--- config.mk ---
export PLATFORM = sky130hd
export DESIGN_NAME = ysyx_22051013_mul_ctrl
export DESIGN_NICKNAME = d
export VERILOG_FILES = /design/src/rtl/ysyx_22051013_mul_pkg.sv /design/src/rtl/ysyx_22051013_mul_opsel.sv /design/src/rtl/ysyx_22051013_mul_ctrl.sv
export SDC_FILE = /design/constraint.sdc
export NUM_CORES = 1
export LEC_CHECK = 0
export ABC_CLOCK_PERIOD_IN_PS = 3600
export BUFFER_PORTS_ARGS = -buffer_cell sky130_fd_sc_hd__buf_2
export CAP_MARGIN = 20
export CELL_PAD_IN_SITES_DETAIL_PLACEMENT = 1
export CELL_PAD_IN_SITES_GLOBAL_PLACEMENT = 2
export CORE_AREA = 2 2 179 181
export CTS_CLUSTER_SIZE = 25
export DETAILED_ROUTE_END_ITERATION = 7
export DIE_AREA = 0 0 181 183
export GPL_ROUTABILITY_DRIVEN = 1
export PLACE_DENSITY_LB_ADDON = 0.1
export RECOVER_POWER = 25
export SYNTH_ARGS = -nofsm -noshare
export SYNTH_HDL_FRONTEND = slang
export SYNTH_SLANG_ARGS = --single-unit
--- constraint.sdc ---
create_clock -name clk -period 3.6 [get_ports clk]
set_input_delay 0.36 -clock clk [delete_from_list [all_inputs] [get_ports clk]]
set_output_delay 0.36 -clock clk [all_outputs]
set_load 0.005 [all_outputs]
--- src/rtl/ysyx_22051013_mul_pkg.sv ---
// ---------------------------------------------------------------------------
// ysyx_22051013_mul_pkg
//   Shared definitions for the RV64M multiply sequencer: operation encodings
//   as presented by EX, FSM state encodings, default datapath latency and a
//   helper that classifies reserved operation codes.
// ---------------------------------------------------------------------------
package ysyx_22051013_mul_pkg;

  localparam int MUL_XLEN    = 64;
  localparam int MUL_LAT_DEF = 2;   // booth + wallace stage registers

  // Operation codes on in_op; 5..7 are reserved.
  typedef enum logic [2:0] {
    MUL_OP_MUL    = 3'd0,
    MUL_OP_MULH   = 3'd1,
    MUL_OP_MULHSU = 3'd2,
    MUL_OP_MULHU  = 3'd3,
    MUL_OP_MULW   = 3'd4
  } mul_op_e;

  typedef enum logic [1:0] {
    ST_IDLE = 2'd0,
    ST_RUN  = 2'd1,
    ST_DONE = 2'd2
  } mul_state_e;

  function automatic logic is_legal_op(input logic [2:0] op);
    return (op <= MUL_OP_MULW);
  endfunction

endpackage

--- src/rtl/ysyx_22051013_mul_opsel.sv ---
// ---------------------------------------------------------------------------
// ysyx_22051013_mul_opsel
//   Purely combinational operand/result shaping around the 66x66 datapath.
//   Ports:
//     op_in   [2:0]        operation of the request being launched
//     a, b    [XLEN-1:0]   rs1 / rs2
//     dp_a/b  [XLEN+1:0]   two-bit sign/zero extended operands
//     op_res  [2:0]        operation of the op in flight (registered)
//     prod    [2*XLEN-1:0] low bits of the datapath product
//     result  [XLEN-1:0]   selected / sign-extended architectural result
// ---------------------------------------------------------------------------
module ysyx_22051013_mul_opsel
  import ysyx_22051013_mul_pkg::*;
#(
  parameter int XLEN = MUL_XLEN
) (
  input  logic [2:0]        op_in,
  input  logic [XLEN-1:0]   a,
  input  logic [XLEN-1:0]   b,
  output logic [XLEN+1:0]   dp_a,
  output logic [XLEN+1:0]   dp_b,
  input  logic [2:0]        op_res,
  input  logic [2*XLEN-1:0] prod,
  output logic [XLEN-1:0]   result
);

  logic a_signed;
  logic b_signed;

  // Two extra bits let one signed multiplier serve every signedness mix:
  // an unsigned operand becomes a positive 66-bit value.
  always_comb begin
    // NOTE: every combinationally written signal gets a default first so no
    // path through the case statement can infer a latch.
    a_signed = 1'b0;
    b_signed = 1'b0;
    case (op_in)
      MUL_OP_MUL, MUL_OP_MULH, MUL_OP_MULW: begin
        a_signed = 1'b1;
        b_signed = 1'b1;
      end
      MUL_OP_MULHSU: a_signed = 1'b1;
      default: ;
    endcase
    dp_a = a_signed ? {{2{a[XLEN-1]}}, a} : {2'b00, a};
    dp_b = b_signed ? {{2{b[XLEN-1]}}, b} : {2'b00, b};
  end

  always_comb begin
    result = '0;
    case (op_res)
      MUL_OP_MUL:                               result = prod[XLEN-1:0];
      MUL_OP_MULH, MUL_OP_MULHSU, MUL_OP_MULHU: result = prod[2*XLEN-1:XLEN];
      MUL_OP_MULW:                              result = {{(XLEN-32){prod[31]}}, prod[31:0]};
      default: ;
    endcase
  end

endmodule

--- src/rtl/ysyx_22051013_mul_ctrl.sv ---
// ---------------------------------------------------------------------------
// ysyx_22051013_mul_ctrl
//   Sequencer for the pipelined Booth/Wallace 64x64 multiplier. Accepts one
//   RV64M multiply from EX (valid/ready), launches the fixed-latency datapath,
//   captures the selected result and holds it for WB until taken. A flush
//   abandons any accepted or in-flight operation.
//
//   Ports:
//     clk, rst (async, active-high), flush
//     in_valid/in_ready, in_op[2:0], in_a/in_b[XLEN-1:0]      request side
//     out_valid/out_ready, out_result[XLEN-1:0]                result side
//     busy                                                     state != IDLE
//     dp_start, dp_a/dp_b[XLEN+1:0], dp_flush, dp_prod[2*XLEN-1:0]  datapath
//
//   Build option: define YSYX_22051013_MUL_FASTPATH_EN to complete requests
//   with a zero operand (low 32 bits for MULW) in one cycle without starting
//   the datapath. Undefined, every legal op goes through the datapath.
// ---------------------------------------------------------------------------
module ysyx_22051013_mul_ctrl
  import ysyx_22051013_mul_pkg::*;
#(
  parameter int MUL_LAT = MUL_LAT_DEF,   // legal 1..7
  parameter int XLEN    = MUL_XLEN
) (
  input  logic              clk,
  input  logic              rst,
  input  logic              flush,
  input  logic              in_valid,
  output logic              in_ready,
  input  logic [2:0]        in_op,
  input  logic [XLEN-1:0]   in_a,
  input  logic [XLEN-1:0]   in_b,
  output logic              out_valid,
  input  logic              out_ready,
  output logic [XLEN-1:0]   out_result,
  output logic              busy,
  output logic              dp_start,
  output logic [XLEN+1:0]   dp_a,
  output logic [XLEN+1:0]   dp_b,
  output logic              dp_flush,
  input  logic [2*XLEN-1:0] dp_prod
);

  // The product is valid MUL_LAT edges after the launch edge; loading
  // MUL_LAT-1 makes cnt reach zero in exactly that cycle.
  localparam logic [2:0] CNT_LOAD = 3'(MUL_LAT - 1);

  mul_state_e      state_q, state_d;
  logic [2:0]      cnt_q, cnt_d;
  logic [2:0]      op_q, op_d;
  logic [XLEN-1:0] result_q, result_d;

  logic            accept;
  logic            zero_fast;
  logic [XLEN-1:0] sel_result;

  ysyx_22051013_mul_opsel #(.XLEN(XLEN)) u_opsel (
    .op_in  (in_op),
    .a      (in_a),
    .b      (in_b),
    .dp_a   (dp_a),
    .dp_b   (dp_b),
    .op_res (op_q),
    .prod   (dp_prod),
    .result (sel_result)
  );

`ifdef YSYX_22051013_MUL_FASTPATH_EN
  // MULW only looks at the low words, so only they decide a zero product.
  always_comb begin
    if (in_op == MUL_OP_MULW) begin
      zero_fast = (in_a[31:0] == 32'd0) || (in_b[31:0] == 32'd0);
    end else begin
      zero_fast = (in_a == '0) || (in_b == '0);
    end
  end
`else
  assign zero_fast = 1'b0;
`endif

  assign accept   = in_valid && (state_q == ST_IDLE) && !flush;
  assign dp_start = accept && is_legal_op(in_op) && !zero_fast;
  assign dp_flush = flush;

  assign in_ready   = (state_q == ST_IDLE);
  assign busy       = (state_q != ST_IDLE);
  assign out_valid  = (state_q == ST_DONE);
  assign out_result = result_q;

  always_comb begin
    state_d  = state_q;
    cnt_d    = cnt_q;
    op_d     = op_q;
    result_d = result_q;
    if (flush) begin
      // Also covers a result being taken in the same cycle: either way the
      // controller ends up idle.
      state_d = ST_IDLE;
      cnt_d   = '0;
    end else begin
      case (state_q)
        ST_IDLE: begin
          if (accept) begin
            op_d = in_op;
            if (dp_start) begin
              cnt_d   = CNT_LOAD;
              state_d = ST_RUN;
            end else begin
              // Reserved op or zero-operand fast path: answer is zero.
              result_d = '0;
              state_d  = ST_DONE;
            end
          end
        end
        ST_RUN: begin
          if (cnt_q == 3'd0) begin
            result_d = sel_result;
            state_d  = ST_DONE;
          end else begin
            cnt_d = cnt_q - 3'd1;
          end
        end
        ST_DONE: begin
          if (out_ready) begin
            state_d = ST_IDLE;
          end
        end
        default: state_d = ST_IDLE;
      endcase
    end
  end

  always_ff @(posedge clk or posedge rst) begin
    if (rst) begin
      state_q  <= ST_IDLE;
      cnt_q    <= '0;
      op_q     <= '0;
      result_q <= '0;
    end else begin
      // NOTE: non-blocking assignments so every flop samples pre-edge values
      // regardless of statement order.
      state_q  <= state_d;
      cnt_q    <= cnt_d;
      op_q     <= op_d;
      result_q <= result_d;
    end
  end

endmodule
==> results.json <==
{
  "critPathBufInv": 2,
  "htreeDepth": 3,
  "muxShareOfSynthArea_pct": 6.220,
  "critPathKind": "flip-flop to primary output",
  "nets": 904,
  "globalplace.congestion": 0.6738,
  "clock_sinks": 72,
  "yosysUniqueCellTypes": 34,
  "rsz0062_at_grt": "false",
  "synth_area_um2": 5693,
  "relSlewSlack_pct": 38.89,
  "cts_buffers": 9,
  "hold_violations": 0,
  "synth-seq-area-share_pct": 31.65,
  "ys_warn_count": 0,
  "critical_path.max_stage_delay_ns": 0.56,
  "globalRoute.totalOverflow": 0,
  "multi_input_area_um2": 2600,
  "status": "completed",
  "fillers": 3679,
  "antenna_found_initial": 4,
  "critPathMaxFanout": 69,
  "port_buffers": 212,
  "netlist.area_leader.share_pct": 31.65,
  "drc_errors": 0,
  "cellPowerDensity_nw_per_um2": 461.3,
  "start_util_pct": 18.23,
  "regArea_um2": 1805,
  "cts_root_buf": "clkbuf_16",
  "antenna_left": 0,
  "hpwlAfterDp_um": 14960,
  "grt_pass1_vias": 5411,
  "netlist_top_cells_area": "dfrtp_1, buf_4, o221ai_1, o31ai_1, nor2b_1",
  "routed_wl_um": 22130,
  "cts_setup_buffers": 0,
  "crit_path_end_kind": "primary output",
  "yosys.area.top_type": "dfrtp_1",
  "ctsHoldBuffers": 0,
  "route.detailed.wl_per_inst_um": 21.12,
  "finClkSkew_ns": 0.01374,
  "via_per_inst": 4.693,
  "grt_pass1_wl_um": 33290,
  "synth_xor_area_share_pct": 0,
  "final_util_pct": 20.48,
  "clk_latency_ns": 0.34,
  "grt_use_total_pct": 13.00,
  "die-width_um": 181,
  "fin_area_um2": 6396,
  "dieArea_um2": 33120,
  "core_area_um2": 31230,
  "drive_gt1_share_pct": 39.04,
  "grt_max_degree": 71,
  "num_rows": 65,
  "synthSimpleGateAreaFrac_pct": 13.65,
  "cp_slowest_cell": "or4b_4",
  "fmax_mhz": 405.4,
  "synth_area_per_cell_um2": 9.379,
  "power_w": 0.002951,
  "drt_iter0_markers": 237,
  "synthCells": 607,
  "synth_compound_area_share_pct": 24.46,
  "placed_area_um2": 6115,
  "power.static_leakage_nw": 2.811,
  "cts_buffer_depth": 2,
  "drv_slew": 0,
  "period_needed_ns": 2.467,
  "synthAdderAreaFrac_pct": 0.4396,
  "hold_path_class": "input pin to asynchronous set/reset pin",
  "area_delta_synth_final_pct": 12.35,
  "arrival_ns": 2.11,
  "setup_violations": 0,
  "cp_cell_sequence": "or4b_4 > buf_4 > nor2_1 > buf_2",
  "ir_drop_uv": 269.6,
  "startpoint_type": "flip-flop",
  "postCtsResizedCells": 0,
  "synth_top_family_by_area": "compound AO/OA/AOI/OAI gates",
  "cp_top_family": "simple AND/OR/NAND/NOR gates",
  "worst_pin_slew_ns": 0.9166,
  "critPathRequiredTime_ns": 3.24,
  "num_vias": 4918,
  "ys_seq_elements": 72,
  "ios": 465,
  "cap_violations": 0,
  "cts_tree": "yes",
  "period_share_pct": 68.52,
  "drt_pre_antenna_iters": 4,
  "fp.dieH_um": 183,
  "path_clk_slew_ns": 0.07,
  "syn_nets": 873,
  "fin_setup_tns_ns": 0
}
-- registers in the layout, summed over array words and instances, names as in the netlist --
signal	cells
op_q	3
state_q	2
out_result	64
cnt_q	3
-- worst register-to-register path, cell delays in order, from the launching register on --
cell and delay (ns):
dfrtp_1 0.33, buf_4 0.37, or2_4 0.48, a21o_2 0.60, buf_4 0.40, o31ai_1 0.14
-- cells in the final DEF (no fill, tap or decap), types with 3 or more instances in the layout --
master	n
nor2_1	3
buf_4	13
inv_1	6
clkbuf_16	9
nor4b_1	32
o221ai_1	66
dfrtp_1	71
buf_2	212
diode_2	3
o31ai_1	64
mux2_1	3
clkinvlp_4	3
nor2b_1	65
a211oi_1	33
a21oi_1	3
mux2i_1	32
-- kinds of logic after synthesis --
logic type / after synthesis
flops: 72
simple gates: 110
mux: 35
buf+inv: 213
compound gates: 175
fa+ha+maj: 2
-- area by class of cell --
type	instances	share of cell area, %
multi-input combinational	322	40.65
tap	402	7.864
clock buffer	10	3.580
clock inverter	6	0.7042
inverter	7	0.4304
sequential	72	28.23
timing repair buffer	226	18.43
antenna	3	0.1174
-- cells in the mapped netlist --
cell type	count
buf_6	6
nor2b_1	65
o21a_1	2
buf_4	131
or3b_1	1
a211oi_1	33
clkbuf_1	54
nand4bb_1	1
nor4bb_1	1
o221ai_1	66
or4b_1	1
inv_1	7
o22a_1	1
or3_1	2
o41ai_1	1
nand3b_1	1
or2_1	1
or2_2	1
nor2_1	3
mux2_1	3
buf_2	5
ha_1	2
o31ai_1	64
buf_1	10
mux2i_1	32
nor4b_1	32
o21ai_1	1
o311a_1	1
nand2b_1	1
o211ai_1	1
dfrtp_1	72
a21o_1	1
a21oi_1	3
o32ai_1	1
-- metrics by stage --
stage	setup slack (ns)	cells	hold WS [ns]
after floorplan	1.415	607	0.4440
after global placement	1.114	1028	0.5332
after detailed placement	1.077	1029	0.5412
after CTS	1.078	1045	0.2074
after global routing	0.9601	1045	0.2237
final	1.133	1048	0.1728
-- worst paths after layout --
kind	slack, ns	startpoint	endpoint	cells after the start
worst max-delay path	1.13	state_q[0]$_DFFE_PP0P_	dp_start	4
worst min-delay path	0.17	rst	out_result[59]$_DFFE_PP0P_	2
worst max register to register	1.16	op_q[1]$_DFFE_PP0P_	out_result[44]$_DFFE_PP0P_	5
worst min register to register	0.55	out_result[5]$_DFFE_PP0P_	out_result[5]$_DFFE_PP0P_	2
max in group asynchronous	2.47	rst	op_q[2]$_DFFE_PP0P_	3
min in group clk	0.23	out_ready	state_q[1]$_DFFE_PP0P_	2
-- routing by layer --
metal / GRT usage (%) / part of all wire (%)
met5: 0 / 0.050
met2: 22.02 / 47
met1: 15.72 / 43
met4: 5.041 / 2.0
met3: 3.535 / 7.4
-- where the power goes --
group / internal (W) / total, W / switching (W) / leakage, nW
Combinational: 0.000424 / 0.00106 / 0.000640 / 1.72
Sequential: 0.000923 / 0.00102 / 0.000100 / 0.969
Clock: 0.000470 / 0.000864 / 0.000394 / 0.125
No activity file was read; power rests on OpenSTA's default activity.
